## src/rtl/cnn_layer_sched_pkg.sv

```systemverilog
// Shared constants for the CNN layer scheduler: default widths and the
// scheduler state encodings that the frame FSM side also decodes.
package cnn_layer_sched_pkg;

  localparam int W_SIZE_DEF       = 12;
  localparam int W_DELAY_DEF      = 12;
  localparam int W_FRAME_SIZE_DEF = 2*W_SIZE_DEF+1;

  localparam logic [2:0] S_IDLE      = 3'd0;
  localparam logic [2:0] S_LOAD      = 3'd1;
  localparam logic [2:0] S_MUL       = 3'd2;
  localparam logic [2:0] S_START     = 3'd3;
  localparam logic [2:0] S_WAIT_RUN  = 3'd4;
  localparam logic [2:0] S_WAIT_DONE = 3'd5;

  function automatic logic any_run(input logic v, input logic h, input logic d);
    return v | h | d;
  endfunction

endpackage

```

## src/rtl/cnn_layer_sched_cmd_fifo.sv

```systemverilog
// Command queue: synchronous push/pop with a flush that overrides both.
module cnn_cmd_fifo #(
  parameter int DW    = 8,
  parameter int DEPTH = 4,
  localparam int AW   = $clog2(DEPTH)
) (
  input  logic          clk,
  input  logic          rstn,
  input  logic          push,
  input  logic          pop,
  input  logic          flush,
  input  logic [DW-1:0] din,
  output logic [DW-1:0] dout,
  output logic          full,
  output logic          empty,
  output logic [AW:0]   level
);

  logic [DW-1:0] mem_q [DEPTH];
  logic [DW-1:0] mem_d [DEPTH];
  logic [AW-1:0] wr_q, wr_d, rd_q, rd_d;
  logic [AW:0]   lvl_q, lvl_d;
  logic          wr, rd;

  assign full  = (lvl_q == (AW+1)'(DEPTH));
  assign empty = (lvl_q == '0);
  assign level = lvl_q;
  assign dout  = mem_q[rd_q];
  assign wr    = push && !full;
  assign rd    = pop && !empty;

  always_comb begin
    mem_d = mem_q;
    wr_d  = wr_q;
    rd_d  = rd_q;
    lvl_d = lvl_q;
    if (flush) begin
      wr_d  = '0;
      rd_d  = '0;
      lvl_d = '0;
    end else begin
      if (wr) begin
        mem_d[wr_q] = din;
        wr_d        = wr_q + AW'(1);
      end
      if (rd) rd_d = rd_q + AW'(1);
      lvl_d = lvl_q + (AW+1)'(wr) - (AW+1)'(rd);
    end
  end

  always_ff @(posedge clk or negedge rstn) begin
    if (!rstn) begin
      for (int i = 0; i < DEPTH; i++) mem_q[i] <= '0;
      wr_q  <= '0;
      rd_q  <= '0;
      lvl_q <= '0;
    end else begin
      mem_q <= mem_d;
      wr_q  <= wr_d;
      rd_q  <= rd_d;
      lvl_q <= lvl_d;
    end
  end

endmodule

```

## src/rtl/cnn_layer_sched.sv

```systemverilog
// Layer scheduler: queues frame commands and hands them one at a time to the
// frame FSM. Optional CNN_SCHED_PERF_EN adds the o_last_cycles frame timer.
module cnn_layer_sched
  import cnn_layer_sched_pkg::*;
#(
  parameter int W_SIZE       = W_SIZE_DEF,
  parameter int W_FRAME_SIZE = 2*W_SIZE+1,
  parameter int W_DELAY      = W_DELAY_DEF,
  parameter int FIFO_DEPTH   = 4,
  localparam int LW          = $clog2(FIFO_DEPTH)+1
) (
  input  logic                    clk,
  input  logic                    rstn,
  input  logic                    i_cmd_valid,
  output logic                    o_cmd_ready,
  input  logic [W_SIZE-1:0]       i_cmd_width,
  input  logic [W_SIZE-1:0]       i_cmd_height,
  input  logic                    i_cmd_is_conv3x3,
  input  logic [W_DELAY-1:0]      i_cmd_start_up_delay,
  input  logic [W_DELAY-1:0]      i_cmd_hsync_delay,
  input  logic                    i_abort,
  input  logic                    i_ctrl_vsync_run,
  input  logic                    i_ctrl_hsync_run,
  input  logic                    i_ctrl_data_run,
  output logic [W_SIZE-1:0]       q_width,
  output logic [W_SIZE-1:0]       q_height,
  output logic                    q_is_conv3x3,
  output logic [W_DELAY-1:0]      q_start_up_delay,
  output logic [W_DELAY-1:0]      q_hsync_delay,
  output logic [W_FRAME_SIZE-1:0] q_frame_size,
  output logic                    q_start,
  output logic                    o_busy,
  output logic                    o_done,
  output logic                    o_err,
  output logic [15:0]             o_layer_cnt,
  output logic [LW-1:0]           o_q_level
`ifdef CNN_SCHED_PERF_EN
  , output logic [31:0]           o_last_cycles
`endif
);

  localparam int CW = 2*W_SIZE + 1 + 2*W_DELAY;

  logic [CW-1:0]      push_data, head;
  logic               fifo_full, fifo_empty, pop, run;
  logic [W_SIZE-1:0]  hd_w, hd_h;
  logic               hd_c;
  logic [W_DELAY-1:0] hd_s, hd_d;

  logic [2:0]              state_q, state_d;
  logic [W_SIZE-1:0]       width_q, width_d, height_q, height_d;
  logic                    conv_q, conv_d;
  logic [W_DELAY-1:0]      sud_q, sud_d, hsd_q, hsd_d;
  logic [W_FRAME_SIZE-1:0] fsize_q, fsize_d;
  logic                    done_q, done_d, err_q, err_d;
  logic [15:0]             cnt_q, cnt_d;

  assign push_data = {i_cmd_width, i_cmd_height, i_cmd_is_conv3x3,
                      i_cmd_start_up_delay, i_cmd_hsync_delay};
  assign {hd_w, hd_h, hd_c, hd_s, hd_d} = head;
  assign run = any_run(i_ctrl_vsync_run, i_ctrl_hsync_run, i_ctrl_data_run);

  // Abort takes priority over a same-cycle push inside the queue.
  cnn_cmd_fifo #(.DW(CW), .DEPTH(FIFO_DEPTH)) u_fifo (
    .clk   (clk),
    .rstn  (rstn),
    .push  (i_cmd_valid),
    .pop   (pop),
    .flush (i_abort),
    .din   (push_data),
    .dout  (head),
    .full  (fifo_full),
    .empty (fifo_empty),
    .level (o_q_level)
  );

  always_comb begin
    state_d  = state_q;
    width_d  = width_q;
    height_d = height_q;
    conv_d   = conv_q;
    sud_d    = sud_q;
    hsd_d    = hsd_q;
    fsize_d  = fsize_q;
    cnt_d    = cnt_q;
    done_d   = 1'b0;
    err_d    = 1'b0;
    pop      = 1'b0;
    case (state_q)
      S_IDLE:      if (!fifo_empty && !i_abort) state_d = S_LOAD;
      S_LOAD: begin
        pop     = 1'b1;
        state_d = S_IDLE;
        if (!i_abort) begin
          if (hd_w == '0 || hd_h == '0) begin
            err_d = 1'b1;
          end else begin
            width_d  = hd_w;
            height_d = hd_h;
            conv_d   = hd_c;
            sud_d    = hd_s;
            hsd_d    = hd_d;
            state_d  = S_MUL;
          end
        end
      end
      S_MUL: begin
        fsize_d = W_FRAME_SIZE'(width_q) * W_FRAME_SIZE'(height_q);
        state_d = S_START;
      end
      S_START:     state_d = S_WAIT_RUN;
      S_WAIT_RUN:  if (run) state_d = S_WAIT_DONE;
      S_WAIT_DONE: if (!run) begin
        state_d = S_IDLE;
        done_d  = 1'b1;
        cnt_d   = cnt_q + 16'd1;
      end
      default:     state_d = S_IDLE;
    endcase
  end

  always_ff @(posedge clk or negedge rstn) begin
    if (!rstn) begin
      state_q  <= S_IDLE;
      width_q  <= '0;
      height_q <= '0;
      conv_q   <= 1'b0;
      sud_q    <= '0;
      hsd_q    <= '0;
      fsize_q  <= '0;
      cnt_q    <= '0;
      done_q   <= 1'b0;
      err_q    <= 1'b0;
    end else begin
      state_q  <= state_d;
      width_q  <= width_d;
      height_q <= height_d;
      conv_q   <= conv_d;
      sud_q    <= sud_d;
      hsd_q    <= hsd_d;
      fsize_q  <= fsize_d;
      cnt_q    <= cnt_d;
      done_q   <= done_d;
      err_q    <= err_d;
    end
  end

  assign o_cmd_ready      = !fifo_full;
  assign q_width          = width_q;
  assign q_height         = height_q;
  assign q_is_conv3x3     = conv_q;
  assign q_start_up_delay = sud_q;
  assign q_hsync_delay    = hsd_q;
  assign q_frame_size     = fsize_q;
  assign q_start          = (state_q == S_START);
  assign o_busy           = (state_q != S_IDLE);
  assign o_done           = done_q;
  assign o_err            = err_q;
  assign o_layer_cnt      = cnt_q;

`ifdef CNN_SCHED_PERF_EN
  // run_cnt_q holds the cycles elapsed since START, START included; +1 covers the o_done cycle.
  logic [31:0] run_cnt_q, run_cnt_d, last_q, last_d;

  always_comb begin
    run_cnt_d = run_cnt_q;
    last_d    = last_q;
    if (state_q == S_MUL) run_cnt_d = 32'd1;
    else if (state_q == S_START || state_q == S_WAIT_RUN || state_q == S_WAIT_DONE)
      run_cnt_d = run_cnt_q + 32'd1;
    if (state_q == S_WAIT_DONE && !run) last_d = run_cnt_q + 32'd1;
  end

  always_ff @(posedge clk or negedge rstn) begin
    if (!rstn) begin
      run_cnt_q <= '0;
      last_q    <= '0;
    end else begin
      run_cnt_q <= run_cnt_d;
      last_q    <= last_d;
    end
  end

  assign o_last_cycles = last_q;
`endif

endmodule

```

## config.mk

```make
export PLATFORM = sky130hd
export DESIGN_NAME = cnn_layer_sched
export DESIGN_NICKNAME = d
export VERILOG_FILES = /design/src/rtl/cnn_layer_sched_pkg.sv /design/src/rtl/cnn_layer_sched_cmd_fifo.sv /design/src/rtl/cnn_layer_sched.sv
export SDC_FILE = /design/constraint.sdc
export NUM_CORES = 1
export LEC_CHECK = 0
export BUFFER_PORTS_ARGS = -buffer_cell sky130_fd_sc_hd__buf_2
export CAP_MARGIN = 30
export CORE_AREA = 2 2 182 184
export CTS_CLUSTER_DIAMETER = 60
export DETAILED_ROUTE_END_ITERATION = 6
export DIE_AREA = 0 0 184 186
export PLACE_DENSITY_LB_ADDON = 0.15
export SYNTH_ARGS = -nofsm -noshare
export SYNTH_HDL_FRONTEND = slang
export SYNTH_SLANG_ARGS = --single-unit
```

## constraint.sdc

```tcl
create_clock -name clk -period 15.85 [get_ports clk]
set_input_delay 1.585 -clock clk [delete_from_list [all_inputs] [get_ports clk]]
set_output_delay 1.585 -clock clk [all_outputs]
set_load 0.02 [all_outputs]
```

Word-level counts from Yosys, hierarchy flattened
Index checks and enable logic that the tools add are counted.

Flip-flop bits (word level): 297. Input port bits: 56. Output and inout bits: 98. Logic and storage cells: 84.

Add/subtract/negate cells: 5. Multipliers: 1. Magnitude comparators: 3. Equality and inequality tests: 9. Muxes and demuxes: 23. Bitwise logic cells: 7. Reductions and logical operators: 19.

Operator list (number): $bwmux W196 (1); $mux W49 (3); $bmux W49 S2 (1); $demux W49 S2 (1); $logic_not A12 Y1 (2); $mul A12 B12 Y24 (1); $pmux W3 S6 (1); $add A16 B1 Y16 const B (1); $mux W2 (6); $mux W3 (4); $eq A3 B3 Y1 const B (3); $eq A3 B2 Y1 const B (2); $ge A3 B3 Y1 const B (2); $logic_not A3 Y1 (2); $mux W1 (6); $ne A2 B2 Y1 const B (3); $not A2 Y3 (2); $reduce_and A3 Y1 (2); $add A2 B1 Y2 const B (2); $logic_and A1 B1 Y1 (4); $reduce_and A2 Y1 (2); $reduce_bool A2 Y1 (2); $add A3 B1 Y3 (1); $eq A3 B1 Y1 const B (1); other kinds (7) (12).

Logic depth before layout (Yosys ltp)
Gate-level depths: netlist of run 1.

Word-level depth: 9. Gate-level depth with buffers: 21. Gate-level depth less buffers: 19.

Modules after synthesis
From an unflattened synthesis of run 1, not the netlist that was laid out.

Cell total of the unflattened synthesis: 1388. Area total of the unflattened synthesis: 17568.1 um^2.

By module, submodules not included: cnn_cmd_fifo (instances 1, cells an instance 525, area an instance 9064.9 um^2, seq. area each 5079.9 um^2); cnn_layer_sched (instances 1, cells an instance 863, area an instance 8503.2 um^2, seq. area each 2352.3 um^2).

Worst setup path after synthesis of run 1
OpenSTA, ideal clock, no wires.

Path kind: register to register. From: reg width_q[9] (netlist: q_width[9]). To: reg fsize_q[21] (netlist: q_frame_size[21]). Setup time: 0.095 ns. Data arrival time: 5.097 ns. Required time: 15.755 ns. Setup slack: 10.657 ns. Stages on the path, launching flop included: 19. Path buffers: 1. Path through: dfrtp_1 -> clkbuf_1 -> nand2_1 -> fa_1 -> inv_1 -> fa_1 -> fa_1 -> fa_1 -> inv_1 -> fa_1 -> inv_1 -> ha_1 -> nand2_1 -> or3_1 -> o21ai_0 -> nor2_1 -> o21ai_0 -> a311oi_1 -> o31ai_1.

Cells in the longest elaborated chain, start to end: 1.

RTL lines: start, declared (RTL line cnn_layer_sched.sv:51) `logic [W_SIZE-1:0] width_q, width_d, height_q, height_d;`; start signal, assigned (RTL line cnn_layer_sched.sv:136) `width_q <= width_d;`; $mul A12 B12 Y24 (RTL line cnn_layer_sched.sv:108) `fsize_d = W_FRAME_SIZE'(width_q) * W_FRAME_SIZE'(height_q);`; end signal, assigned (RTL line cnn_layer_sched.sv:141) `fsize_q <= fsize_d;`; end, declared (RTL line cnn_layer_sched.sv:54) `logic [W_FRAME_SIZE-1:0] fsize_q, fsize_d;`.

Every way passes these cells. A chain may end at the register's enable or synchronous reset.

Worst setup path after layout of run 1
From: reg height_q[5] (netlist: q_height[5]). To: reg fsize_q[21] (netlist: q_frame_size[21]).

Cells in the longest elaborated chain, start to end: 1.

RTL lines: start, declared (RTL line cnn_layer_sched.sv:51); start signal, assigned (RTL line cnn_layer_sched.sv:137) `height_q <= height_d;`; $mul A12 B12 Y24 (RTL line cnn_layer_sched.sv:108).

Every way passes these cells.

==> run_results.csv, run 1 <==
group,metric,value,unit
clock_network,tritoncts_num_sinks,297,
grt,grt_start_max_net_pins,97,
cells_and_area,post-route-util,60.9,%
sta,unrepaired_setup_endpoints_after_global_routing,"no",
place,dpl_cell_area,18400,um2
route,routed_via_density,5.49,
sta,timing.setup.tns,0,ps
clock_network,worst_skew_pair.late_latency,510,ps
cells_and_area,syn_to_final_growth,12.4,%
synthesis,synth_seq_area_share,42.6,%
place,buffer_ports.inserted,152,
worst_hold_path,hold_class,"reg2reg",
sta,tightest_pin_transition,919,ps
cells_and_area,mostFrequentLayoutCell,"dfrtp_1",
grt,grt_pass1_vias,11200,
synthesis,synth.yosys.warnings,0,
synthesis,yosys_most_used_dff,"dfrtp_1",
setup_path,rr_startpoint,"q_height[5]",
sta,skew_final,20.4,ps
floorplanning,core_region_area,32200,um2
setup_path,capturing_element_of_the_worst_setup_path,"q_frame_size[21]",
floorplanning,placementRows,66,
sta,slew_headroom,38.7,%
setup_path,cp.arrival,5950,ps
setup_path,r2r_cells,16,
clock_network,max-clock-path-buffers,3,
route,drtIter0Drc,444,
grt,grt_antenna_before_repair,4,
sta,final_max_slew_viols,0,
route,drt_first_pass_iters,4,
synthesis,synth_async_sr_flop_share,100,%
route,drt_drc_violations_left,0,
clock_network,cts_tree,"done",
sta,finalCritPeriodShare,35.0,%
floorplanning,floorplan.die.height,186,um
clock_network,cts_made_buffers,35,
synthesis,mappedNetlistArea,17500,um2
route,route.vias.total,10600,
grt,groute.usage.overall,22.1,%
clock_network,cts_setup_buffers,0,
setup_path,r2r-end,"q_frame_size[21]",
floorplanning,initial_util,54.2,%
flow_run,max_cap_violations,0,
grt,grt_pass1_wl,59100,um
cells_and_area,layout.cell_area.non_filler,19600,um2
clock_network,hold_bufs_at_cts,0,
sta,setup_viol,0,
synthesis,synthesis.instances,1368,
sta,fmaxAchievable,180,MHz
setup_path,critical_path_startpoint,"q_height[5]",
synthesis,synth-edff-count,0,
route,detail_route.wl_per_cell,18.9,um
place,finalWeightedCongestion,0.833,
floorplanning,die_outline_area,34200,um2
synthesis,yosys_register_bits,297,
worst_hold_path,hold_path_depth,1,
cells_and_area,stdcell_count,1926,
clock_network,clk_transition_reported_paths,60,ps
setup_path,critPathMaxFanout,14,
synthesis,mappedNetlistNets,1594,
sta,timing.final.hold_violations,0,
clock_network,postCtsResizedCells,0,
cells_and_area,nets,1716,
place,place_hpwl,24800,um
place,dpl.cell_count,1861,
setup_path,r2r_slack,10310,ps
setup_path,worst_setup_path_end_kind,"flip-flop",
cells_and_area,most-common-layout-cells,"dfrtp_1, mux2_2, buf_2",
floorplanning,fp.dieW,184,um
setup_path,crit_type,"reg2reg",
clock_network,ctsRootBufferMaster,"clkbuf_16",
worst_hold_path,timing.hold.worst.start,"o_layer_cnt[15]",
setup_path,start_kind,"flip-flop",
sta,final_worst_path_period_need,5540,ps
synthesis,syn_avg_cell_area,12.8,um2
setup_path,worst-endpoint-required,16260,ps
clock_network,cts.htree.levels,2,
status,status,"completed",
synthesis,synthDistinctLibCells,54,
route,drt-total-wl,36400,um
grt,grt_remaining_overflow,0,
cells_and_area,final_layout_size_suffix_gt1_share,33.9,%
route,detail-route-antenna-nets,0,
floorplanning,design.portCount,154,
sequential cells by signal, indices dropped and copies added, names as in the netlist, 12 cells and up:
| name | count |
|---|---|
| q_start_up_delay | 12 |
| q_hsync_delay | 12 |
| u_fifo.mem_q | 196 |
| o_layer_cnt | 16 |
| q_frame_size | 24 |
| q_width | 12 |
| q_height | 12 |
synthesized netlist by cell type (all sizes together) (2+ instances only):
cell type / count / area, um2
nand4: 6 / 37.5
nor3b: 2 / 15.0
o21bai: 2 / 15.0
o21ai: 31 / 155
and3: 3 / 18.8
nor3: 5 / 25.0
nor2: 23 / 86.3
dfrtp: 297 / 7430
nor2b: 6 / 37.5
mux2: 251 / 3010
mux2i: 2 / 20.0
nand2b: 4 / 32.5
or3: 2 / 12.5
xor2: 13 / 114
clkbuf: 58 / 218
a211oi: 3 / 22.5
o21a: 2 / 15.0
a21oi: 18 / 90.1
mux4: 49 / 1130
a21o: 7 / 52.6
a2111oi: 2 / 17.5
nand2: 143 / 537
or2: 2 / 12.5
nand3: 11 / 55.1
and2: 47 / 297
ha: 69 / 863
xnor2: 22 / 193
buf: 16 / 190
nor4: 7 / 43.8
fa: 101 / 2020
inv: 149 / 559
cell type report:
class | count | area, um2
fillers | 2642 | 12600
multi-input cells | 848 | 9090
flip-flops and latches | 297 | 7440
clock buffers | 50 | 993
repair buffers | 159 | 843
inverters | 149 | 559
well taps | 408 | 510
clock inverters | 11 | 183
diodes | 4 | 10.0
metrics by stage:
| step | hold WS [ps] | worst slack [ps] |
|---|---|---|
| after floorplan | 470 | 10660 |
| after global placement | 455 | 10500 |
| after detailed placement | 457 | 10280 |
| after CTS | 469 | 10260 |
| after global routing | 494 | 9920 |
| final | 468 | 10310 |
worst max-delay path, cell delays in order (launching register included):
cell       delay, ps
dfrtp_1          690
nand2_1          160
fa_1             560
inv_1             50
fa_1             510
fa_1             460
fa_1             540
inv_1             50
fa_1             520
inv_1             40
ha_1             360
nand2_1          130
a2111oi_0        500
nor2_1           180
o21ai_0          310
a311oi_1         140
o31ai_1          220
cells by family after synthesis:
| group | Yosys count | share of synthesized area [%] |
|---|---|---|
| mux | 302 | 23.8 |
| flops | 297 | 42.6 |
| fa+ha+maj | 170 | 16.5 |
| other cells | 1 | 0.0215 |
| simple gates | 266 | 7.19 |
| compound gates | 74 | 2.55 |
| xor+xnor | 35 | 1.76 |
| buf+inv | 223 | 5.54 |
how the worst min path moves through the flow:
stage                              endpoint  slack, ps
after floorplan           u_fifo.mem_q[126]        470
after global placement      o_layer_cnt[15]        460
after detailed placement    o_layer_cnt[15]        460
after CTS                   o_layer_cnt[15]        470
after global routing        o_layer_cnt[15]        490
final                       o_layer_cnt[15]        470
layer usage:
metal / routed length (um) / share of wire (%) / up-vias / global-route usage (%)
li1: - / - / 4821 / -
met1: 15400 / 42 / 5500 / 28.3
met2: 18600 / 51 / 197 / 38.7
met3: 1650 / 4.5 / 51 / 4.21
met4: 778 / 2.1 / 2 / 5.82
met5: 7 / 0.019 / - / 0
Power of run 1 is left out: the tool's default activity adds up to more than one toggle a clock period on the data nets, which glitch-free logic cannot reach.
==> inputs of run 2 (changes only) <==
==> constraint.sdc (replaced) <==
create_clock -name clk -period 4.8 [get_ports clk]
set_input_delay 0.48 -clock clk [delete_from_list [all_inputs] [get_ports clk]]
set_output_delay 0.48 -clock clk [all_outputs]
set_load 0.02 [all_outputs]
==> run_results.csv, run 2 (same netlist as run 1, synthesis figures left out) <==
group,metric,value,unit
status,status,"complete, but fails checks",
status,failed_checks,"negative setup slack",
sta,fin_worst_hold_slack,231,ps
place,finalWeightedCongestion,0.839,
route,detail-route-antenna-nets,0,
floorplanning,design.portCount,154,
cells_and_area,number_of_flip_flops_in_the_largest_register,196,
route,detail_route.wl_per_cell,18.2,um
sta,skew_final,21.5,ps
clock_network,cts_tree,"done",
route,route.vias.total,11000,
sta,timing.final.hold_violations,0,
grt,grt_antenna_before_repair,3,
sta,setup_viol,9,
route,drt-total-wl,36900,um
worst_hold_path,hold_class,"in2reg",
route,drtIter0Drc,394,
sta,slew_headroom,43.3,%
sta,finalCritPeriodShare,102,%
floorplanning,initial_util,54.2,%
grt,grt_remaining_overflow,0,
clock_network,worst_skew_pair.late_latency,520,ps
clock_network,clk_transition_reported_paths,60,ps
place,place_hpwl,25900,um
setup_path,worst-endpoint-required,5190,ps
cells_and_area,final.fill_count,2485,
grt,grt_start_max_net_pins,126,
flow_run,max_cap_violations,0,
clock_network,tritoncts_num_sinks,297,
sta,tightest_pin_transition,850,ps
cells_and_area,most-common-layout-cells,"dfrtp_1, mux2_2, buf_2",
floorplanning,fp.dieW,184,um
grt,groute.usage.overall,22.3,%
floorplanning,placementRows,66,
sta,final_max_slew_viols,0,
sta,fmaxAchievable,203,MHz
clock_network,cts_made_buffers,36,
cells_and_area,post-route-util,64.1,%
setup_path,start_kind,"flip-flop",
clock_network,cts.htree.levels,2,
sta,setup_slack,-115,ps
cells_and_area,final_layout_size_suffix_gt1_share,41.8,%
setup_path,crit_type,"reg2reg",
route,drt_drc_violations_left,0,
sta,final_worst_path_period_need,4910,ps
floorplanning,die_outline_area,34200,um2
worst_hold_path,hold_path_depth,2,
route,drt_first_pass_iters,4,
clock_network,ctsRootBufferMaster,"clkbuf_16",
setup_path,cp.arrival,5300,ps
route,routed_via_density,5.42,
cells_and_area,nets,1823,
cells_and_area,registers.top_by_ff_count,"u_fifo.mem_q",
setup_path,r2r_cells,19,
clock_network,max-clock-path-buffers,3,
setup_path,worst_setup_path_end_kind,"flip-flop",
grt,grt_pass1_vias,11500,
floorplanning,core_region_area,32200,um2
setup_path,critPathMaxFanout,6,
cells_and_area,mostFrequentLayoutCell,"dfrtp_1",
place,buffer_ports.inserted,152,
grt,grt_pass1_wl,59900,um
floorplanning,floorplan.die.height,186,um
cells_and_area,syn_to_final_growth,18.2,%
sta,unrepaired_setup_endpoints_after_global_routing,"yes",
[run 2: cell types whose count changed in the layout (fill, tap and decap cells not counted), sizes merged]
cell,previous run,this run
bufinv,4,0
clkinv,3,2
inv,151,154
dlygate4sd3,0,1
buf,159,264
diode,4,3
[run 2: metrics by stage]
stage               setup TNS [ps]  worst slack (ps)  instance area, um2  std cells
finish                        -449              -115               20600       2029
global route                 -1980              -244               20600       2026
CTS                           -131             -35.6               20400       2012
detailed placement           -1130              -165               19100       1941
global placement              -406             -85.3               19100       1941
floorplan                        0              11.4               17700       1368
[run 2: repair_timing]
action,CTS,global route
resized for setup,21,27
endpoints found under the setup margin,10,13
hold buffers,1,0
endpoints found under the hold margin,30,0
setup buffers,11,14
pin swaps,14,31
[run 2: cell type report]
type	count	area (um2)	share of cell area, %
multi-input combinational	848	9330	45.2
sequential	297	7460	36.1
timing repair buffer	265	1660	8.03
clock buffer	50	1030	5.01
inverter	149	559	2.71
tap	408	510	2.47
clock inverter	9	76.3	0.370
antenna	3	7.51	0.0364
[run 2: routing by layer]
metal	vias up	global-route usage (%)	part of all wire, %
met5	-	0	0.038
met4	2	6.40	2.1
met3	59	4.64	5.0
li1	5050	-	-
met1	5691	28.7	42
met2	189	38.4	51
[run 2: worst paths after layout]
| kind | startpoint | end | slack [ps] |
|---|---|---|---|
| max reg2reg | q_width[4] | q_frame_size[23] | -110 |
| max in group asynchronous | rstn | q_start_up_delay[0] | 3030 |
| min reg2reg | o_layer_cnt[15] | o_layer_cnt[15] | 470 |
| max | q_width[4] | q_frame_size[23] | -110 |
| min in group asynchronous | rstn | q_frame_size[7] | 530 |
| min | i_cmd_height[3] | u_fifo.mem_q[77] | 230 |
[run 2: critical path, stage by stage, from the launching register on]
cell and delay [ps]:
dfrtp_2 440, and2_4 180, fa_1 550, inv_2 40, fa_1 470, inv_1 50, fa_1 500, fa_1 540
inv_2 40, fa_1 510, inv_2 50, ha_4 280, nand2_4 60, or3_1 380, o21ai_2 100, nor2_4 80
buf_4 150, a21oi_2 130, mux2i_1 190, nand4_1 80
Power of run 2 is left out for the same reason.
==> inputs of run 3 (changes only) <==
--- a/config.mk
+++ b/config.mk
@@ -14,4 +14,5 @@
 export PLACE_DENSITY_LB_ADDON = 0.15
 export SYNTH_ARGS = -nofsm -noshare
 export SYNTH_HDL_FRONTEND = slang
+export SYNTH_HIERARCHICAL = 1
 export SYNTH_SLANG_ARGS = --single-unit
==> run_results.csv, run 3 <==
group,metric,value,unit
clock_network,worst_skew_pair.late_latency,530,ps
synthesis,synth_compound_gate_area_share,3.33,%
floorplanning,core_region_area,32200,um2
route,detail_route.wl_per_cell,18.3,um
synthesis,yosys_most_used_dff,"dfrtp_1",
clock_network,ctsRootBufferMaster,"clkbuf_16",
cells_and_area,seq_area,7460,um2
sta,slew_headroom,34.8,%
status,failed_checks,"negative hold slack, negative setup slack",
synthesis,mappedNetlistArea,17600,um2
synthesis,post_synth_and_or_nand_nor_area_fraction,7.87,%
sta,timing.setup.tns,-121,ps
synthesis,synth_fa_ha_area_share,16.4,%
floorplanning,die_outline_area,34200,um2
setup_path,crit_type,"reg2reg",
route,detail-route-antenna-nets,0,
route,route.vias.total,11000,
setup_path,cp.arrival,5280,ps
cells_and_area,most-common-layout-cells,"dfrtp_1, mux2_2, buf_2",
sta,setup_viol,3,
floorplanning,placementRows,66,
sta,fmaxAchievable,205,MHz
grt,grt_pass1_wl,61100,um
sta,final_max_slew_viols,0,
synthesis,synth_xor_xnor_area_share,1.40,%
cells_and_area,layout.cell_area.non_filler,20800,um2
synthesis,synthMostInstantiatedCell,"dfrtp_1",
route,drt-total-wl,37400,um
sta,final_worst_path_period_need,4870,ps
cells_and_area,multiInputGateArea,9460,um2
sta,unrepaired_setup_endpoints_after_global_routing,"yes",
sta,timing.final.hold_violations,10,
floorplanning,design.portCount,154,
synthesis,syn_avg_cell_area,12.7,um2
status,status,"complete, but fails checks",
cells_and_area,nets,1823,
synthesis,yosys_register_bits,297,
synthesis,mappedNetlistNets,1614,
clock_network,tritoncts_num_sinks,297,
place,finalWeightedCongestion,0.837,
sta,setup_slack,-74.4,ps
cells_and_area,number_of_flip_flops_in_the_largest_register,196,
sta,tightest_pin_transition,978,ps
floorplanning,fp.dieW,184,um
clock_network,max-clock-path-buffers,3,
grt,grt_remaining_overflow,0,
place,buffer_ports.inserted,152,
clock_network,cts_tree,"done",
synthesis,post_synth_main_area_contributors,"dfrtp_1, mux2_2, fa_1, mux4_2, ha_1",
cells_and_area,syn_to_final_growth,18.1,%
cells_and_area,registers.top_by_ff_count,"u_fifo/mem_q",
cells_and_area,final.fill_count,2487,
synthesis,synth_seq_area_share,42.3,%
flow_run,max_cap_violations,0,
worst_hold_path,hold_class,"in2async",
clock_network,hold_bufs_at_cts,0,
sta,skew_final,22.4,ps
sta,finalCritPeriodShare,102,%
route,drtIter0Drc,382,
setup_path,worst-endpoint-required,5200,ps
route,drt_drc_violations_left,0,
synthesis,synth.cells.most_frequent,"dfrtp_1, mux2_2, inv_1",
place,place_hpwl,26200,um
synthesis,synth.area.mux_share,23.1,%
synthesis,yosys.area.top_type,"dfrtp_1",
synthesis,synth-edff-count,0,
synthesis,synthDistinctLibCells,64,
route,drt_first_pass_iters,4,
place,dpl_cell_area,19200,um2
sta,fin_worst_hold_slack,-11.3,ps
synthesis,synth_top_family_by_area,"multiplexers",
grt,groute.usage.overall,22.5,%
clock_network,cts.htree.levels,2,
synthesis,synth.top_cell.area_share,42.3,%
synthesis,synth_async_sr_flop_share,100,%
cells_and_area,final_layout_size_suffix_gt1_share,42.0,%
synthesis,synth.yosys.warnings,6,
grt,grt_antenna_before_repair,6,
synthesis,synthesis.instances,1388,
grt,grt_start_max_net_pins,109,
floorplanning,floorplan.die.height,186,um
floorplanning,initial_util,54.5,%
clock_network,clk_transition_reported_paths,50,ps
cells_and_area,mostFrequentLayoutCell,"dfrtp_1",
cells_and_area,post-route-util,64.4,%
clock_network,cts_made_buffers,36,
setup_path,start_kind,"flip-flop",
grt,grt_pass1_vias,11800,
route,routed_via_density,5.39,
setup_path,critPathMaxFanout,10,
setup_path,worst_setup_path_end_kind,"flip-flop",
-- run 3: cell types whose count changed in the layout (fill, tap and decap cells not counted), moves of 6 or more --
cell,change
mux2_4,-8
mux4_2,+8
mux4_1,-8
nand2_4,-6
buf_4,-15
o21ai_0,-11
o31ai_1,+6
and2_1,+12
-- run 3: stage by stage --
| stage | instances | worst slack (ps) |
|---|---|---|
| after CTS | 2025 | -25.8 |
| after global placement | 1951 | -9.71 |
| after floorplan | 1388 | -30.1 |
| after global routing | 2034 | -239 |
| after detailed placement | 1951 | -101 |
| final | 2036 | -74.4 |
-- run 3: cells by family (layout without fill, tap and decap cells) --
family | after synthesis | in the layout
AOI/OAI and AO/OA | 85 | 85
xor gates and xnor gates | 28 | 28
DFF | 297 | 297
and+or+nand+nor | 285 | 285
adders and majority gates | 170 | 170
other | 1 | 4
muxes | 299 | 299
buffers and inverters | 223 | 460
-- run 3: area by class of cell --
cell class | instances | area share (%)
diodes | 3 | 0.0362
clock buffers | 54 | 5.20
clock inverters | 12 | 0.766
inverters | 148 | 2.68
multi-input cells | 868 | 45.6
flip-flops and latches | 297 | 35.9
well taps | 408 | 2.46
repair buffers | 246 | 7.33
-- run 3: worst max-delay path, stage by stage, from the launching register on --
cell	delay (ps)
dfrtp_2	470
nand2_2	90
fa_1	490
fa_1	520
fa_1	570
inv_1	60
fa_1	470
inv_1	50
fa_1	470
inv_1	40
ha_1	340
nand2_2	80
or2_4	250
a211o_4	300
a311oi_2	270
o21ai_1	90
a31o_1	210
-- run 3: per-layer routing --
layer  part of all wire [%]  up-vias  wire length (um)  global-route usage, %
met5                   0.10        -                39                      0
met4                    2.2        6               839                   6.05
met3                    4.7       66              1770                   4.54
met2                     48      225             18000                   37.5
met1                     45     5580             16700                   30.3
li1                       -     5104                 -                      -
-- run 3: repair_timing --
item                                    in CTS  in global routing
setup buffers                                8                  8
pin swaps                                    1                 16
resized for setup                           17                 45
cloned                                       0                  0
endpoints found under the setup margin       6                 13
-- run 3: path summary, 6_finish.rpt --
check / start / endpoint / slack, ps / cells after the start
worst max-delay path: q_height[4] / q_frame_size[23] / -70 / 16
worst min-delay path: rstn / q_frame_size[22] / -10 / 1
worst max register to register: q_height[4] / q_frame_size[23] / -70 / 16
worst min register to register: q_frame_size[4] / q_frame_size[4] / 460 / 2
max in group asynchronous: rstn / u_fifo/rd_q[0] / 3790 / 2
min in group clk: i_cmd_hsync_delay[5] / u_fifo/mem_q[152] / 220 / 2
Power of run 3 is left out for the same reason.
